**config.mk**
```make
export PLATFORM = sky130hd
export DESIGN_NAME = qoa_slice_unpacker
export DESIGN_NICKNAME = d
export VERILOG_FILES = /design/src/rtl/qoa_slice_unpacker.sv
export SDC_FILE = /design/constraint.sdc
export NUM_CORES = 1
export LEC_CHECK = 0
export ABC_CLOCK_PERIOD_IN_PS = 3060
export CAP_MARGIN = 5
export CORE_MARGIN = 3
export CORE_UTILIZATION = 58
export DETAILED_ROUTE_END_ITERATION = 8
export GPL_ROUTABILITY_DRIVEN = 1
export PLACE_DENSITY = 0.79
export SETUP_SLACK_MARGIN = 0.02
export SYNTH_ARGS = -nofsm -noshare
export SYNTH_HDL_FRONTEND = slang
export SYNTH_SLANG_ARGS = --single-unit
```
**constraint.sdc**
```tcl
create_clock -name clk -period 3.06 [get_ports clk]
set_input_delay 0.612 -clock clk [delete_from_list [all_inputs] [get_ports clk]]
set_output_delay 0.612 -clock clk [all_outputs]
set_load 0.05 [all_outputs]
```
**src/rtl/qoa_slice_unpacker.sv**
```systemverilog
// QOA slice unpacker: collects 8-byte big-endian slices and emits the 4-bit
// scalefactor with 20 3-bit residual codes, one per valid/ready handshake.
module qoa_slice_unpacker #(
    parameter int COUNT_W = 16
) (
    input  logic               clk,
    input  logic               rst_n,
    input  logic               byte_valid,
    input  logic [7:0]         byte_data,
    output logic               byte_ready,
    input  logic               flush,
    output logic               res_valid,
    input  logic               res_ready,
    output logic [3:0]         res_sf,
    output logic [2:0]         res_code,
    output logic [4:0]         res_index,
    output logic               res_last,
    output logic [COUNT_W-1:0] slice_cnt
);

    typedef enum logic [0:0] {
        ST_IDLE  = 1'b0,
        ST_DRAIN = 1'b1
    } state_t;

    localparam logic [COUNT_W-1:0] CNT_ONE = {{(COUNT_W-1){1'b0}}, 1'b1};

    state_t             state_r,      state_s;
    logic [63:0]        coll_reg_r,   coll_reg_s;
    logic [3:0]         coll_cnt_r,   coll_cnt_s;
    logic [59:0]        emit_reg_r,   emit_reg_s;
    logic [3:0]         res_sf_r,     res_sf_s;
    logic [4:0]         res_index_r,  res_index_s;
    logic               res_last_r,   res_last_s;
    logic [COUNT_W-1:0] slice_cnt_r,  slice_cnt_s;
    logic               byte_ready_r, byte_ready_s;

    logic full_s;
    logic hs_s;
    logic xfer_s;

    assign full_s = (coll_cnt_r == 4'd8);
    assign hs_s   = (state_r == ST_DRAIN) && res_ready;
    // A full collector hands over either into an idle emitter or on its final handshake.
    assign xfer_s = full_s && ((state_r == ST_IDLE) || (hs_s && res_last_r));

    assign byte_ready = byte_ready_r;
    assign res_valid  = (state_r == ST_DRAIN);
    assign res_sf     = res_sf_r;
    assign res_code   = emit_reg_r[59:57];
    assign res_index  = res_index_r;
    assign res_last   = res_last_r;
    assign slice_cnt  = slice_cnt_r;

    // Next-state and output computation for collector and emitter.
    always_comb begin
        state_s     = state_r;
        coll_reg_s  = coll_reg_r;
        coll_cnt_s  = coll_cnt_r;
        emit_reg_s  = emit_reg_r;
        res_sf_s    = res_sf_r;
        res_index_s = res_index_r;
        res_last_s  = res_last_r;
        slice_cnt_s = slice_cnt_r;

        if (flush) begin
            coll_cnt_s  = 4'd0;
            state_s     = ST_IDLE;
            res_index_s = 5'd0;
            res_last_s  = 1'b0;
        end else begin
            if (byte_valid && byte_ready_r) begin
                coll_reg_s = {coll_reg_r[55:0], byte_data};
                coll_cnt_s = coll_cnt_r + 4'd1;
            end else begin
                coll_reg_s = coll_reg_r;
                coll_cnt_s = coll_cnt_r;
            end

            if (hs_s) begin
                emit_reg_s  = {emit_reg_r[56:0], 3'b000};
                res_index_s = res_index_r + 5'd1;
                res_last_s  = (res_index_r == 5'd18);
                if (res_last_r) begin
                    slice_cnt_s = slice_cnt_r + CNT_ONE;
                    state_s     = ST_IDLE;
                end else begin
                    slice_cnt_s = slice_cnt_r;
                    state_s     = state_r;
                end
            end else begin
                emit_reg_s  = emit_reg_r;
                res_index_s = res_index_r;
            end

            // Transfer overrides the handshake's return to idle so draining has no bubble.
            if (xfer_s) begin
                res_sf_s    = coll_reg_r[63:60];
                emit_reg_s  = coll_reg_r[59:0];
                res_index_s = 5'd0;
                res_last_s  = 1'b0;
                coll_cnt_s  = 4'd0;
                state_s     = ST_DRAIN;
            end else begin
                res_sf_s = res_sf_r;
            end
        end

        byte_ready_s = (coll_cnt_s != 4'd8);
    end

    // State register with asynchronous clear.
    always_ff @(posedge clk or negedge rst_n) begin
        if (!rst_n) begin
            state_r      <= ST_IDLE;
            coll_reg_r   <= 64'd0;
            coll_cnt_r   <= 4'd0;
            emit_reg_r   <= 60'd0;
            res_sf_r     <= 4'd0;
            res_index_r  <= 5'd0;
            res_last_r   <= 1'b0;
            slice_cnt_r  <= {COUNT_W{1'b0}};
            byte_ready_r <= 1'b1;
        end else begin
            state_r      <= state_s;
            coll_reg_r   <= coll_reg_s;
            coll_cnt_r   <= coll_cnt_s;
            emit_reg_r   <= emit_reg_s;
            res_sf_r     <= res_sf_s;
            res_index_r  <= res_index_s;
            res_last_r   <= res_last_s;
            slice_cnt_r  <= slice_cnt_s;
            byte_ready_r <= byte_ready_s;
        end
    end

endmodule

```
# Word level (Yosys, flattened, before mapping)

Index checks and enable logic that the tools add are counted.

Flip-flop bits (word level): 156
Word-level logic and storage cells: 45
Input bits: 13
Output and inout port bits: 31

Add/sub/neg operators: 3
Equal/unequal tests: 3
Mux-type cells: 15
Bitwise operators: 2
Reduce and logical (&&, ||, !) cells: 13

Operators with widths:

| operator              | count |
|---|---|
| $mux 60               | 2 |
| $add 16x1->16 const B | 1 |
| $mux 5                | 3 |
| $mux 4                | 3 |
| $reduce_and 2->1      | 4 |
| $mux 1                | 7 |
| $reduce_bool 3->1     | 2 |
| $add 5x1->5 const B   | 1 |
| $eq 5x5->1 const B    | 1 |
| $add 4x1->4 const B   | 1 |
| $eq 4x4->1 const B    | 1 |
| $logic_and 1x1->1     | 4 |
| $ne 4x4->1 const B    | 1 |
| $reduce_and 3->1      | 1 |
| $not 1->1             | 2 |
| $reduce_bool 2->1     | 1 |
| $logic_or 1x1->1      | 1 |

# Logic depth before layout (Yosys ltp)

Gate-level depths: netlist of the first run.

Depth after elaboration: 7
Depth in mapped cells: 8
Mapped depth without buffers: 6

# Worst setup path before layout of the first run

No wires, ideal clock.

Path type: register to register
Start point: register byte_ready_r, in the netlist byte_ready
End point: register coll_reg_r[10]
Arrival time: 1674 ps
Period minus slack after synthesis: 1802 ps
Data required time: 2933 ps
Cell stages (with the launch flop): 6
Path slack: 1258 ps
Path through: dfstp_2 -> nand2_2 -> or2_1 -> buf_2 -> buf_6 -> mux2_1

Cells in the longest elaborated chain, start to end: 2

RTL lines:

| element                           | RTL line | text |
|---|---|---|
| from (decl)                       | 36       | `logic byte_ready_r, byte_ready_s;` |
| from (signal assigned)            | 133      | `byte_ready_r <= byte_ready_s;` |
| $logic_and 1x1->1                 | 72       | `if (byte_valid && byte_ready_r) begin` |
| $reduce_and 2->1 (no source line) | -        |  |
| to (signal assigned)              | 126      | `coll_reg_r <= coll_reg_s;` |
| to (decl)                         | 29       | `logic [63:0] coll_reg_r, coll_reg_s;` |

Every way passes these cells.
A chain may end at the register's enable or synchronous reset.

# Final worst setup path of the first run

Start point: register byte_ready_r, in the netlist byte_ready
End point: output port byte_ready

RTL lines:

| element   | RTL line | text |
|---|---|---|
| to (decl) | 10       | `output logic byte_ready,` |

No word-level cell between the ends.

==> flow_summary.ini, run 1 <==
[drt]
via_per_inst = 5.69
num_vias = 4096
detail_route.wirelength_um = 12100
drtIter0Drc = 212
remaining_drc_errors = 0
wire_per_inst_um = 16.8
drt_first_pass_iters = 7
final_antenna_net_count = 0

[placed_design]
place.port_buffers = 43
detailed_place.area_um2 = 7280
place.detailed.hpwl_um = 7880
globalplace.congestion = 0.790

[clocking]
cts.repair_timing.setup_buffer_count = 0
tritoncts_clock_tree = built
tritoncts_num_sinks = 156
clockRootBuffer = clkbuf_16
cts.htree.levels = 4
post_cts.resized_instances = 0
cts.reportedPaths.clkPinSlew_ps = 60
numCtsBuffers = 17
ctsLongestPathBuffers = 2
cts-hold-fix-buffers = 0
insertion_delay_ps = 410

[global_routing]
globalRoute.busiestLayer = met2
all_layer_gr_usage_pct = 20.6
groute.layer.met3.usage_pct = 5.76
grt_first_pass_wirelength_um = 21200
grt_use_met2_pct = 34.0
met1_layer_usage_reported_by_global_route_pct = 26.6
first_global_vias = 4313
grt_remaining_overflow = 0
grt_antenna_before_repair = 1
grt_max_degree = 67

[timing]
final.setup_skew_ps = 5.48
setup-tns-final_ps = 0
grt_setup_unrepaired = no
final.period_utilization_pct = 78.4
timing.slew.headroom_pct = 60.0
finalSetupViolCount = 0
fin_crit_ps = 2400
fmaxAchievable_mhz = 417
final_max_slew_viol_count = 0
timing_hold_violations_final = 0
tightestPinTransition_ps = 600

[synth]
syn_inst = 530
syn_avg_cell_area_um2 = 12.8
number_of_warnings_printed_during_yosys_synthesis = 0
ys_ff_latch = 156
most_instantiated_flip_flop_cell_in_the_synthesis_netlist = dfrtp_1
synth.cell_area_um2 = 6800
count_of_cell_types_in_the_netlist = 46
async_reset_ff_share_pct = 100
synth_seq_area_share_pct = 57.4
synth-edff-count = 0
post_synthesis_net_count = 548

[floorplanning]
die_height_um = 114
floorplan.initialDensity_pct = 61.1
area_of_the_die_um2 = 13100
placement_rows = 38
core-area_um2 = 11100
num_ports = 44
die_boundary_width_um = 114

[finish]
syn_to_final_growth_pct = 14.4
total_area_of_multi_input_combinational_cells_um2 = 2600
finalCoreUtilization_pct = 69.9
post_route_cells_drive_above_1_share_pct = 17.2
antenna_cells = 0
finish.instance_area_um2 = 7780
finish.net_count = 588
filler_cell_count = 790
seq_area_um2 = 3910

[run]
timing.max_cap.violations = 0

[critical_path]
worstPathMaxFanout = 4
worst_ep_arrival_time_ps = 1790
reg2reg_from = coll_cnt_r[0]
setup.worst_path.class = reg2out
reg2reg_setup_slack_ps = 940
crit_path_end_kind = primary output
critPathMaxStageDelay_ps = 810
crit_chain = clkdlybuf4s50_1
critical_path_required_ps = 2450
regToRegEndpoint = emit_reg_r[32]
r2r_cells = 7
start_kind = flop
critPathSlowestCell = clkdlybuf4s50_1
critPathBufInv = 1
path_delay_family = buffers and inverters

[power_and_ir_drop]
power.switching_fraction_pct = 24.8
share_comb_of_total_power_pct = 11.6
share_seq_of_total_power_pct = 54.1
leakagePower_nw = 3.33
power_frac_clock_pct = 34.3
irDropWorstVdd_uv = 534
power.density_cell_area_nw_per_um2 = 669
cellInternalPower_mw = 3.91
switching_power_mw = 1.29

[outcome]
outcome = completed

[hold_path]
timing.hold.worst.class = in2async
## cell families (layout without fill, tap and decap cells)
logic type | after synthesis | after routing | synth area share (%)
compound gates | 71 | 71 | 5.83
simple gates | 114 | 114 | 8.93
flops | 156 | 156 | 57.4
fa+ha+maj | 5 | 5 | 0.920
buf+inv | 37 | 87 | 4.36
xor+xnor | 21 | 21 | 2.71
mux | 126 | 126 | 19.8
## registers in the layout (all words and copies together), names as in the netlist
| signal | count |
|---|---|
| res_sf | 4 |
| slice_cnt | 16 |
| res_valid | 1 |
| coll_cnt_r | 4 |
| res_last | 1 |
| res_index | 5 |
| coll_reg_r | 64 |
| emit_reg_r | 60 |
| byte_ready | 1 |
## Yosys cell counts, types with 2 or more instances
cell / number / area (um2)
mux2_1: 13 / 146
mux2_2: 55 / 619
xor2_1: 11 / 96.3
nor3_2: 2 / 20.0
nand4_1: 6 / 37.5
mux2i_1: 58 / 581
nand2_1: 11 / 41.3
buf_2: 10 / 50.1
nor2_1: 62 / 233
nand3_1: 8 / 40.0
xnor2_1: 10 / 87.6
buf_12: 4 / 80.1
and3_1: 3 / 18.8
nor3_1: 7 / 35.0
dfrtp_1: 155 / 3880
buf_6: 8 / 90.1
a22o_1: 3 / 26.3
inv_1: 5 / 18.8
ha_1: 5 / 62.6
a21oi_1: 60 / 300
clkbuf_1: 4 / 15.0
and4_1: 2 / 17.5
buf_4: 5 / 37.5
## area by class of cell
| class | instances | area share [%] |
|---|---|---|
| inverters | 5 | 0.241 |
| repair buffers | 53 | 7.48 |
| clock inverters | 3 | 0.193 |
| well taps | 140 | 2.25 |
| multi-input cells | 337 | 33.5 |
| flip-flops and latches | 156 | 50.2 |
| clock buffers | 26 | 6.16 |
## how the worst max path moves through the flow
stage / start / slack [ps] / end / cells after the start
finish: byte_ready / 660 / byte_ready / 1
global route: res_valid / 590 / res_valid / 1
CTS: res_valid / 640 / res_valid / 1
detailed placement: res_ready / 600 / emit_reg_r[47] / 6
global placement: res_ready / 660 / emit_reg_r[12] / 6
floorplan: byte_ready / 1260 / coll_reg_r[10] / 5
## cell usage in the layout, fill, tap and decap left out, drive strengths merged, types with 2 or more instances in the layout
| master | instances |
|---|---|
| a21oi | 61 |
| nor2 | 63 |
| nor3 | 9 |
| xor2 | 11 |
| and4 | 2 |
| ha | 5 |
| xnor2 | 10 |
| inv | 5 |
| o21ai | 2 |
| mux2i | 58 |
| mux2 | 68 |
| nand3 | 8 |
| nand2 | 12 |
| clkbuf | 26 |
| buf | 11 |
| and3 | 3 |
| clkinv | 3 |
| nand4 | 6 |
| dfrtp | 155 |
| a22o | 3 |
| clkdlybuf4s50 | 42 |
## power by group through the flow
| stage | Sequential (mW) | Clock, mW | Combinational [mW] |
|---|---|---|---|
| CTS | 2.82 | 1.82 | 0.619 |
| floorplan | 2.71 | 0 | 0.490 |
| global placement | 2.82 | 0 | 0.574 |
| detailed placement | 2.85 | 0 | 0.609 |
| finish | 2.81 | 1.78 | 0.605 |
| global route | 2.88 | 1.92 | 0.681 |
## metal layers
layer  wire [um]  share of wire [%]
met1        5320                 44
met2        6160                 51
met3         396                3.3
met4         201                1.7
met5           8              0.066
## stage by stage
stage | instances | setup WS [ps] | hold WS, ps | total power [mW]
detailed placement | 691 | 603 | 479 | 3.46
global placement | 691 | 655 | 463 | 3.40
global route | 720 | 589 | 213 | 5.48
floorplan | 530 | 1260 | 316 | 3.20
finish | 720 | 662 | 170 | 5.20
CTS | 720 | 637 | 198 | 5.26
(Power assumes the default switching activity.)
==> run 2, diff against run 1 <==
ABC_CLOCK_PERIOD_IN_PS = 2250   (was 3060)
clock period = 2.25 ns   (was 3.06 ns; I/O delays follow)
==> flow_summary.ini, run 2 (synthesis gave the netlist of run 1 again) <==
[outcome]
outcome = completed

[critical_path]
crit_path_end_kind = primary output
start_kind = flop
worstPathMaxFanout = 5
worst_ep_arrival_time_ps = 1750
critPathBufInv = 1
setup.worst_path.class = reg2out
critPathSlowestCell = clkdlybuf4s50_1
r2r_cells = 7
crit_chain = clkdlybuf4s50_1
regToRegEndpoint = emit_reg_r[38]
critical_path_required_ps = 1800
path_delay_family = buffers and inverters
reg2reg_setup_slack_ps = 320
critPathMaxStageDelay_ps = 880
reg2reg_from = coll_cnt_r[0]

[timing]
layout_setup_ws_ps = 50.2
tightestPinTransition_ps = 543
grt_setup_unrepaired = no
setup-tns-final_ps = 0
timing_hold_violations_final = 0
whs_ps = 473
fin_crit_ps = 2200
final.setup_skew_ps = 7.62
finalSetupViolCount = 0
final_max_slew_viol_count = 0
fmaxAchievable_mhz = 455
timing.slew.headroom_pct = 63.7
final.period_utilization_pct = 97.8

[power_and_ir_drop]
leakagePower_nw = 3.45
cellInternalPower_mw = 5.79
power_frac_clock_pct = 38.7
irDropWorstVdd_uv = 889
switching_power_mw = 1.85
power.density_cell_area_nw_per_um2 = 954
power.switching_fraction_pct = 24.2
share_comb_of_total_power_pct = 11.0
share_seq_of_total_power_pct = 50.3

[global_routing]
grt_antenna_before_repair = 0
grt_remaining_overflow = 0
grt_first_pass_wirelength_um = 21400
first_global_vias = 4327
grt_max_degree = 65
all_layer_gr_usage_pct = 21.0

[drt]
detail_route.wirelength_um = 12700
drtIter0Drc = 290
final_antenna_net_count = 0
remaining_drc_errors = 0
via_per_inst = 5.67
wire_per_inst_um = 17.4
drt_first_pass_iters = 5
num_vias = 4142

[placed_design]
place.port_buffers = 43
globalplace.congestion = 0.792
dpl_worst_slack_ps = 85.2
placed_cells = 699
place.detailed.hpwl_um = 8210

[clocking]
insertion_delay_ps = 410
cts.repair_timing.setup_buffer_count = 0
ctsLongestPathBuffers = 2
tritoncts_num_sinks = 156
numCtsBuffers = 17
cts.reportedPaths.clkPinSlew_ps = 60
clockRootBuffer = clkbuf_16
tritoncts_clock_tree = built
cts.htree.levels = 4

[floorplanning]
placement_rows = 38
num_ports = 44
floorplan.initialDensity_pct = 61.1
die_boundary_width_um = 114
core-area_um2 = 11100
die_height_um = 114
area_of_the_die_um2 = 13100

[finish]
largest_register_ffs = 64
filler_cell_count = 753
final_cell_mix = dfrtp_1 (155), nor2_1 (62), a21oi_1 (60), mux2i_1 (58), mux2_2 (55)
finish.net_count = 597
antenna_cells = 0
post_route_cells_drive_above_1_share_pct = 19.5
largest_register = coll_reg_r
layout.cells.most_common = dfrtp_1
syn_to_final_growth_pct = 17.8
stdcell_count = 730

[hold_path]
min_delay_path_depth = 1
timing.hold.worst.class = reg2reg
worstHoldEndpoint = slice_cnt[15]
worstHoldStart = slice_cnt[15]

[run]
timing.max_cap.violations = 0
## run 2: cell types whose count changed in the layout (fill, tap and decap cells not counted)
cell / change
buf_12: +3
clkinvlp_4: +1
clkdlybuf4s50_1: -3
dlygate4sd2_1: +3
bufinv_16: +3
buf_4: +5
clkbuf_1: -6
dlygate4sd3_1: +1
clkbuf_8: +4
clkinv_2: -1
## run 2: what timing repair did
item,in CTS,in global routing
setup endpoints to repair,3,0
endpoints found under the hold margin,46,0
gates resized for setup,3,0
hold buffers,1,0
## run 2: worst reg2reg max path, cell delays in order (launching register included)
cell and delay, ps:
dfrtp_1 400, inv_1 140, ha_1 280, nand3b_4 130
nor2_4 270, buf_12 210, mux2i_1 270, a21oi_1 110
## run 2: layout make-up
type / count / area [um2] / share of cell area [%]
sequential: 156 / 3910 / 48.8
timing repair buffer: 62 / 686 / 8.56
clock inverter: 6 / 108 / 1.34
clock buffer: 24 / 512 / 6.39
multi-input combinational: 337 / 2600 / 32.5
inverter: 5 / 18.8 / 0.234
tap: 140 / 175 / 2.19
## run 2: per-layer routing
layer  global-route usage (%)  vias up  wire [um]
met4                     5.86        0        128
met1                     26.4     2128       5570
met5                        0        -          0
met3                     5.29       12        263
met2                     36.1       44       6740
li1                         -     1958          -
## run 2: worst max path at each step
stage                        startpoint             end  slack, ps  cells after the start
after floorplan              byte_ready  coll_reg_r[10]        450                      5
after global placement        res_ready  emit_reg_r[14]        140                      6
after detailed placement      res_ready  emit_reg_r[48]         90                      6
after CTS                 slice_cnt[10]   slice_cnt[10]         40                      1
after global routing      slice_cnt[10]   slice_cnt[10]         20                      1
final                     slice_cnt[10]   slice_cnt[10]         50                      1
## run 2: power groups by stage
stage | Sequential (mW) | Clock, mW | Combinational, mW
floorplan | 3.69 | 0 | 0.666
global placement | 3.85 | 0 | 0.789
detailed placement | 3.88 | 0 | 0.831
CTS | 3.85 | 3.00 | 0.863
global route | 3.92 | 3.12 | 0.938
finish | 3.84 | 2.96 | 0.844
## run 2: through the flow
step | cell area [um2] | utilization (%) | power (mW)
after floorplan | 6800 | - | 4.35
after global placement | 7380 | 66.4 | 4.63
after detailed placement | 7380 | 66.4 | 4.71
after CTS | 8010 | 72.0 | 7.71
after global routing | 8010 | 72.0 | 7.97
final | 8010 | 72.0 | 7.64
